**src/rtl/uart_time_loader.sv**
```systemverilog
// uart_time_loader: 8N1 UART receiver and parser for ASCII time/date set-commands
module uart_time_loader #(
  parameter int CLK_HZ   = 100_000_000,
  parameter int BAUD     = 115200,
  parameter int RST_YEAR = 2000
) (
  input  logic        clk_100MHz,
  input  logic        reset,
  input  logic        rx,
  output logic [16:0] time_out,
  output logic [20:0] date_out,
  output logic        overwrite,
  output logic        load_date,
  output logic        err
);
  localparam int BIT_DIV = CLK_HZ / BAUD;
  localparam int HALF    = BIT_DIV / 2;
  localparam int CW      = $clog2(BIT_DIV + 1);
  typedef enum logic [1:0] {RX_IDLE, RX_START, RX_DATA, RX_STOP} rx_t;
  typedef enum logic [2:0] {P_IDLE, P_DIG, P_CR, P_CHK, P_LOAD} p_t;
  rx_t rs;
  p_t st;
  logic rx_s1, rx_s2, rx_d, bv, ferr, is_date;
  logic [CW-1:0] cnt;
  logic [2:0] bitn;
  logic [7:0] sh;
  logic [3:0] need;
  logic [6:0] fa, fb;
  logic [13:0] fc;
  logic is_t, is_d, is_dig, ok;
  logic [1:0] sel;
  always_ff @(posedge clk_100MHz or negedge reset)
    if (!reset) begin
      rx_s1 <= 1'b1;
      rx_s2 <= 1'b1;
      rx_d  <= 1'b1;
      rs    <= RX_IDLE;
      cnt   <= '0;
      bitn  <= '0;
      sh    <= '0;
      bv    <= 1'b0;
      ferr  <= 1'b0;
    end else begin
      rx_s1 <= rx;
      rx_s2 <= rx_s1;
      rx_d  <= rx_s2;
      bv    <= 1'b0;
      ferr  <= 1'b0;
      case (rs)
        RX_IDLE: if (rx_d && !rx_s2) begin
          rs  <= RX_START;
          cnt <= '0;
        end
        RX_START: if (cnt == CW'(HALF - 1)) begin
          cnt  <= '0;
          bitn <= '0;
          rs   <= rx_s2 ? RX_IDLE : RX_DATA;
        end else cnt <= cnt + 1'b1;
        RX_DATA: if (cnt == CW'(BIT_DIV - 1)) begin
          cnt  <= '0;
          sh   <= {rx_s2, sh[7:1]};
          bitn <= bitn + 3'd1;
          if (bitn == 3'd7) rs <= RX_STOP;
        end else cnt <= cnt + 1'b1;
        default: if (cnt == CW'(BIT_DIV - 1)) begin
          cnt  <= '0;
          rs   <= RX_IDLE;
          bv   <= rx_s2;
          ferr <= !rx_s2;
        end else cnt <= cnt + 1'b1;
      endcase
    end
  assign is_t   = sh == 8'h54 || sh == 8'h74;
  assign is_d   = sh == 8'h44 || sh == 8'h64;
  assign is_dig = sh >= 8'h30 && sh <= 8'h39;
  // field under construction, chosen by how many digits remain
  assign sel = is_date ? (need > 4'd6 ? 2'd0 : need > 4'd4 ? 2'd1 : 2'd2)
                       : (need > 4'd4 ? 2'd0 : need > 4'd2 ? 2'd1 : 2'd2);
  assign ok = is_date ? (fa >= 7'd1 && fa <= 7'd31 && fb >= 7'd1 && fb <= 7'd12 && fc <= 14'd4095)
                      : (fa <= 7'd23 && fb <= 7'd59 && fc <= 14'd59);
  always_ff @(posedge clk_100MHz or negedge reset)
    if (!reset) begin
      st        <= P_IDLE;
      need      <= '0;
      is_date   <= 1'b0;
      fa        <= '0;
      fb        <= '0;
      fc        <= '0;
      time_out  <= '0;
      date_out  <= {12'(RST_YEAR), 4'd1, 5'd1};
      overwrite <= 1'b0;
      load_date <= 1'b0;
      err       <= 1'b0;
    end else begin
      overwrite <= 1'b0;
      err       <= 1'b0;
      if (ferr) begin
        st  <= P_IDLE;
        err <= 1'b1;
      end else if (bv && (is_t || is_d) && (st == P_IDLE || st == P_DIG)) begin
        st      <= P_DIG;
        is_date <= is_d;
        need    <= is_d ? 4'd8 : 4'd6;
        fa      <= '0;
        fb      <= '0;
        fc      <= '0;
      end else case (st)
        P_DIG: if (bv) begin
          if (is_dig) begin
            if (sel == 2'd0) fa <= fa * 7'd10 + {3'd0, sh[3:0]};
            if (sel == 2'd1) fb <= fb * 7'd10 + {3'd0, sh[3:0]};
            if (sel == 2'd2) fc <= fc * 14'd10 + {10'd0, sh[3:0]};
            need <= need - 4'd1;
            if (need == 4'd1) st <= P_CR;
          end else begin
            err <= 1'b1;
            st  <= P_IDLE;
          end
        end
        P_CR: if (bv) begin
          st  <= sh == 8'h0D ? P_CHK : P_IDLE;
          err <= sh != 8'h0D;
        end
        // results are registered here so they are visible during P_LOAD
        P_CHK: if (ok) begin
          st        <= P_LOAD;
          overwrite <= 1'b1;
          load_date <= is_date;
          if (is_date) date_out <= {fc[11:0], fb[3:0], fa[4:0]};
          else time_out <= {fa[4:0], fb[5:0], fc[5:0]};
        end else begin
          err <= 1'b1;
          st  <= P_IDLE;
        end
        default: st <= P_IDLE;
      endcase
    end
endmodule

```
**config.mk**
```make
export PLATFORM = sky130hd
export DESIGN_NAME = uart_time_loader
export DESIGN_NICKNAME = d
export VERILOG_FILES = /design/src/rtl/uart_time_loader.sv
export SDC_FILE = /design/constraint.sdc
export NUM_CORES = 1
export LEC_CHECK = 0
export CAP_MARGIN = 0
export CORE_MARGIN = 1.5
export CORE_UTILIZATION = 25
export CTS_CLUSTER_DIAMETER = 100
export DETAILED_ROUTE_END_ITERATION = 12
export PLACE_DENSITY_LB_ADDON = 0.3
export SLEW_MARGIN = 20
export SYNTH_ARGS = -nofsm -noshare
export SYNTH_HDL_FRONTEND = slang
export SYNTH_SLANG_ARGS = --single-unit
```
**constraint.sdc**
```tcl
create_clock -name clk_100MHz -period 5.63 [get_ports clk_100MHz]
set_input_delay 0.563 -clock clk_100MHz [delete_from_list [all_inputs] [get_ports clk_100MHz]]
set_output_delay 0.563 -clock clk_100MHz [all_outputs]
set_load 0.02 [all_outputs]
```
==> flow_metrics.py, run 1 <==
metrics = {
    "synthesis": {
        "synth_edf_count": 0,
        "synth_cell_type_count": 60,
        "syn_nets": 595,
        "synthCells": 543,
        "yosys-top-cells-area": "dfrtp_1 39%, ha_1 9.0%, mux2_4 7.3%, dfstp_2 4.8%, mux2_2 3.9%",
        "synth_top_area_share": 0.393,
        "synth.most_common_cell": "dfrtp_1",
        "ys_warn_count": 0,
        "avgSynthCellArea_um2": 11.0,
        "synth-seq-area-share": 0.441,
        "ys_seq_elements": 105,
        "synth-main-ff-cell": "dfrtp_1",
        "synth_common_cells": "94 x dfrtp_1, 43 x ha_1, 43 x nand2_1",
        "synth.cell_area_um2": 5990,
        "synth_top_cell_by_area": "dfrtp_1",
        "ys_async_sr_fraction": 1.00,
    },
    "timing": {
        "final_max_slew_viol_count": 0,
        "fmaxAchievable_mhz": 317,
        "fin_skew_ns": 0.0105,
        "worstMarginPinSlew_ns": 0.939,
        "setup_tns_ns": 0,
        "fin_crit_ns": 3.16,
        "period_share": 0.561,
        "rsz0062_at_grt": "no",
        "setup_viol": 0,
        "slew_headroom": 0.374,
        "finalHoldViolCount": 0,
    },
    "critical_path": {
        "start_kind": "flop",
        "reg2reg_slack_ns": 2.47,
        "cp.arrival_ns": 3.38,
        "critPathMaxFanout": 6,
        "critPathKind": "reg2reg",
        "cp_data_required_time_ns": 5.85,
        "critPathCaptureType": "flop",
    },
    "clocking": {
        "clk_pin_slew_ns": 0.08,
        "post_cts_buffers": 0,
        "cts_buffers": 9,
        "ctsResizeCount": 0,
        "cts_root_buf": "clkbuf_16",
        "max-clock-path-buffers": 2,
        "cts_tree": "yes",
        "cts_max_level": 3,
        "clk_latency_ns": 0.36,
        "holdBufCountCts": 0,
        "clock-sinks": 105,
    },
    "routing": {
        "drt_wl_total_um": 12700,
        "routed_via_density": 4.53,
        "vias": 4087,
        "dr.pass1.iters": 4,
        "dr.first_iter.drc_count": 181,
        "ant_nets": 0,
        "drt-wirelength-per-cell_um": 14.1,
        "drc": 0,
    },
    "die": {
        "num_rows": 56,
        "start_util": 0.255,
        "die_w_um": 158,
        "die_area_um2": 24900,
        "die_h_um": 158,
        "ioPinCount": 44,
        "core_area_um2": 23500,
    },
    "finish": {
        "nets": 631,
        "diodes": 0,
        "utilization": 0.299,
        "area_delta_synth_final_pct": 17.1,
        "drive_above_1_share": 0.156,
        "nFillCells": 2434,
    },
    "grt": {
        "track_usage": 0.111,
        "grt_pass1_vias": 4053,
        "grt_max_degree": 56,
        "grt_pass1_wl_um": 21500,
        "grt_antenna_before_repair": 0,
        "grt_overflow_total": 0,
    },
    "power": {
        "power_density_nw_per_um2": 221,
        "ir_worst_vdd_v": 0.000111,
        "p_leak_nw": 3.21,
    },
    "place": {
        "hpwlAfterDp_um": 9140,
        "io_buffers": 43,
        "gp_congestion": 0.797,
    },
    "hold_path": {
        "worstHoldPathType": "in2async",
    },
    "status": {
        "status": "complete, no violations",
    },
    "run": {
        "max_cap_violations": 0,
    },
}
-- registers in the layout, indices dropped and copies added (netlist names), 4 cells and up --
signal    flops
fb            7
fc           14
cnt          10
time_out     17
fa            7
sh            8
need          4
date_out     21
-- cell families after synthesis --
group                    Yosys count  synth area share
AND/OR/NAND/NOR                  152             0.136
flip-flops                       105             0.441
multiplexers                      51             0.114
XOR/XNOR                          39            0.0570
buffers and inverters             40            0.0305
adder cells (fa/ha/maj)           49             0.110
AO/OA/AOI/OAI                    107             0.112
-- through the flow --
step                      setup slack [ns]  power (mW)  hold WS (ns)  area (um2)  instances
after floorplan                       2.78       0.904         0.267        5990        543
after global placement                2.55       0.944         0.347        6720        887
after detailed placement              2.53       0.946         0.347        6720        887
after CTS                             2.48        1.58         0.262        7010        903
after global routing                  2.26        1.62         0.284        7010        903
final                                 2.47        1.55         0.220        7010        903
-- worst max-delay path, stage by stage, from the launching register on --
cell      delay (ns)
dfrtp_1         0.47
ha_1            0.34
ha_1            0.25
fa_1            0.42
a21o_1          0.23
a221oi_2        0.41
xnor2_1         0.21
nand3_1         0.13
nor4_1          0.34
xnor2_1         0.16
o21ai_1         0.07
-- power by group --
group          switching (mW)  internal, mW
combinational          0.0728        0.0428
clock                   0.308         0.311
sequential             0.0379         0.774
total                   0.419          1.13
-- area by class of cell --
class | instances | area [um2] | share of cell area
clock buffers | 10 | 229 | 0.0326
repair buffers | 44 | 435 | 0.0621
clock inverters | 6 | 62.6 | 0.00892
multi-input cells | 398 | 3170 | 0.452
flip-flops and latches | 105 | 2640 | 0.377
inverters | 21 | 78.8 | 0.0112
well taps | 319 | 399 | 0.0569
-- path summary, 6_finish.rpt --
path / cells after the start / from / end
worst max-delay path: 10 / fc[1]$_DFFE_PN0P_ / fc[13]$_DFFE_PN0P_
worst min-delay path: 1 / reset / cnt[7]$_DFFE_PN0P_
worst max register to register: 10 / fc[1]$_DFFE_PN0P_ / fc[13]$_DFFE_PN0P_
worst min register to register: 0 / rx_s1$_DFF_PN1_ / rx_s2$_DFF_PN1_
max in group asynchronous: 2 / reset / fc[7]$_DFFE_PN0P_
min in group clk_100MHz: 0 / rx_s1$_DFF_PN1_ / rx_s2$_DFF_PN1_
-- metal layers --
layer | vias to the layer above | routed length, um | GRT usage
met1 | 1988 | 6350 | 0.150
met2 | 49 | 5780 | 0.175
li1 | 2040 | - | -
met4 | 0 | 125 | 0.0283
met3 | 10 | 437 | 0.0296
met5 | - | 0 | 0
-- placed cells by master (no fill, tap or decap), types with 2 or more instances in the layout --
cell	instances
o31ai_1	10
nor3_1	7
nor2_1	22
a21o_1	9
clkdlybuf4s50_1	42
nand3_1	21
dfrtp_1	94
nand4_1	8
nor4bb_1	2
and3_1	6
nor4b_1	2
a211oi_1	3
o21ai_0	35
clkinv_4	3
o211ai_1	2
nand2_1	43
fa_1	6
and2_1	2
buf_4	2
nor4_1	10
nand2b_1	6
xor2_1	12
dfstp_2	11
a31oi_1	6
a31o_2	4
or4_1	3
a21oi_1	21
clkbuf_16	9
o21ai_1	4
inv_1	20
and4_1	2
nor2b_1	4
or3_1	4
mux2_2	21
mux2_4	29
nor3b_1	3
xnor2_1	27
ha_1	43
Note: power is estimated with default switching activity, not from simulation.
==> run 2, diff against run 1 <==
clock period = 2.6 ns   (was 5.63 ns; I/O delays follow)
==> run 2 against run 1 <==
  * The flow now finishes with violations (negative setup slack)
  * Clock power is 130% higher
  * Core utilization increased by 2.6 points
  * Clock skew is 0.0067 ns higher
  * Critical path type unchanged
  * Critical endpoint unchanged
  * Largest power group unchanged
  * Highest routed layer unchanged
==> flow_metrics.py, run 2 (same netlist as run 1, synthesis figures left out) <==
metrics = {
    "status": {
        "status": "complete, but fails checks",
        "violations": "negative setup slack",
    },
    "timing": {
        "setup_tns_ns": -0.168,
        "slew_headroom": 0.333,
        "setup_viol": 3,
        "period_share": 1.03,
        "fin_crit_ns": 2.67,
        "fin_skew_ns": 0.0172,
        "fmaxAchievable_mhz": 375,
        "finalHoldViolCount": 0,
        "worstMarginPinSlew_ns": 1.00,
        "rsz0062_at_grt": "yes",
        "whs_ns": 0.299,
        "final_max_slew_viol_count": 0,
        "setup_slack_ns": -0.0701,
    },
    "finish": {
        "area_delta_synth_final_pct": 27.4,
        "instances_no_fill": 966,
        "largest_reg_flops": 21,
        "nFillCells": 2379,
        "reg_top3": "date_out x21, time_out x17, fc x14",
        "nets": 694,
        "largest-register": "date_out",
        "final_common_cell": "dfrtp_1",
        "diodes": 0,
        "drive_above_1_share": 0.258,
        "utilization": 0.325,
        "final_cell_mix": "93 x dfrtp_1, 61 x buf_4, 43 x nand2_1",
        "regArea_um2": 2640,
        "final_area_um2": 7630,
        "multi_input_area_um2": 3260,
    },
    "clocking": {
        "cts_buffers": 9,
        "cts_tree": "yes",
        "cts_root_buf": "clkbuf_16",
        "cts_max_level": 3,
        "clk_pin_slew_ns": 0.09,
        "clk_latency_ns": 0.36,
        "clock-sinks": 105,
        "max-clock-path-buffers": 2,
    },
    "critical_path": {
        "worstPathCellList": "ha_1 > ha_2 > fa_2 > a21o_1 > a221oi_4 > a311oi_1 > buf_4 > nor4_2 > xnor2_1 > o21ai_1",
        "critPathKind": "reg2reg",
        "max_stage_delay_ns": 0.39,
        "cp_data_required_time_ns": 2.85,
        "start_kind": "flop",
        "critPathCaptureType": "flop",
        "endpoint": "fc[13]$_DFFE_PN0P_",
        "reg2reg_slack_ns": -0.07,
        "reg2reg_depth": 10,
        "critPathMaxFanout": 4,
        "r2r-end": "fc[13]$_DFFE_PN0P_",
        "crit_path_start": "fc[3]$_DFFE_PN0P_",
        "rr_startpoint": "fc[3]$_DFFE_PN0P_",
        "cp.arrival_ns": 2.92,
        "slowest_stage": "dfrtp_1",
    },
    "place": {
        "gp_congestion": 0.813,
        "placed_area_um2": 7200,
        "place_ws_ns": -0.0974,
        "dp_cells": 943,
        "hpwlAfterDp_um": 9650,
        "io_buffers": 43,
    },
    "power": {
        "p_sw_frac": 0.281,
        "ir_worst_vdd_v": 0.000360,
        "power_density_nw_per_um2": 449,
        "intPower_mw": 2.47,
        "finalPower_mw": 3.43,
        "seq_power_share": 0.512,
        "switchingPower_mw": 0.965,
        "p_leak_nw": 3.54,
        "p_clk_frac": 0.413,
        "pwr-share-comb": 0.075,
    },
    "grt": {
        "track_usage": 0.115,
        "grt_pass1_vias": 4374,
        "grt_overflow_total": 0,
        "grt_pass1_wl_um": 22500,
        "grt_antenna_before_repair": 0,
        "grt_max_degree": 59,
    },
    "routing": {
        "vias": 4325,
        "dr.pass1.iters": 4,
        "routed_via_density": 4.48,
        "dr.first_iter.drc_count": 139,
        "drc": 0,
        "drt_wl_total_um": 13400,
        "ant_nets": 0,
        "drt-wirelength-per-cell_um": 13.9,
    },
    "hold_path": {
        "whs_path_depth": 1,
        "worstHoldPathType": "in2reg",
    },
    "die": {
        "ioPinCount": 44,
        "start_util": 0.255,
        "core_area_um2": 23500,
        "num_rows": 56,
        "die_w_um": 158,
        "die_h_um": 158,
        "die_area_um2": 24900,
    },
    "run": {
        "max_cap_violations": 0,
    },
}
-- run 2: cell types whose count changed in the layout (fill, tap and decap cells not counted), moves of 3 or more --
cell,delta
buf_4,+59
buf_12,+3
clkinv_4,-3
ha_1,-3
-- run 2: worst min-delay path by stage --
stage	from	endpoint
detailed placement	reset	cnt[5]$_DFFE_PN0P_
CTS	rx	rx_s1$_DFF_PN1_
global route	rx	rx_s1$_DFF_PN1_
global placement	reset	cnt[5]$_DFFE_PN0P_
finish	rx	rx_s1$_DFF_PN1_
floorplan	reset	bitn[0]$_DFFE_PN0P_
-- run 2: worst max-delay path: cells and delay by family (launching register included) --
family | cells | cell delay [ns]
adder cells (fa/ha/maj) | 3 | 0.83
AO/OA/AOI/OAI | 4 | 0.74
AND/OR/NAND/NOR | 1 | 0.28
flip-flops | 1 | 0.39
XOR/XNOR | 1 | 0.15
buffers and inverters | 1 | 0.16
-- run 2: timing repair --
action	in CTS	in global routing
gates resized for setup	9	2
endpoints found under the setup margin	33	43
hold buffers	1	0
pin swaps	7	3
hold endpoints to repair	13	0
setup buffers	6	0
-- run 2: final cells by class --
class	count	share of cell area
multi-input combinational	398	0.427
sequential	105	0.346
timing repair buffer	107	0.124
tap	319	0.0523
clock buffer	9	0.0295
clock inverter	7	0.0105
inverter	21	0.0103
-- run 2: power by group through the flow --
stage	Combinational, mW	Clock [mW]	Sequential, mW
4_1_cts	0.263	1.48	1.76
3_5_place_dp	0.261	0	1.79
5_1_grt	0.300	1.53	1.77
6_report	0.257	1.42	1.76
3_3_place_gp	0.260	0	1.79
2_1_floorplan	0.212	0	1.75
-- run 2: per-layer routing --
layer,vias to the layer above,GRT usage,wire length (um)
met5,-,0,0
met4,0,0.0332,204
met3,14,0.0214,394
met2,45,0.194,6470
met1,2107,0.150,6350
li1,2159,-,-
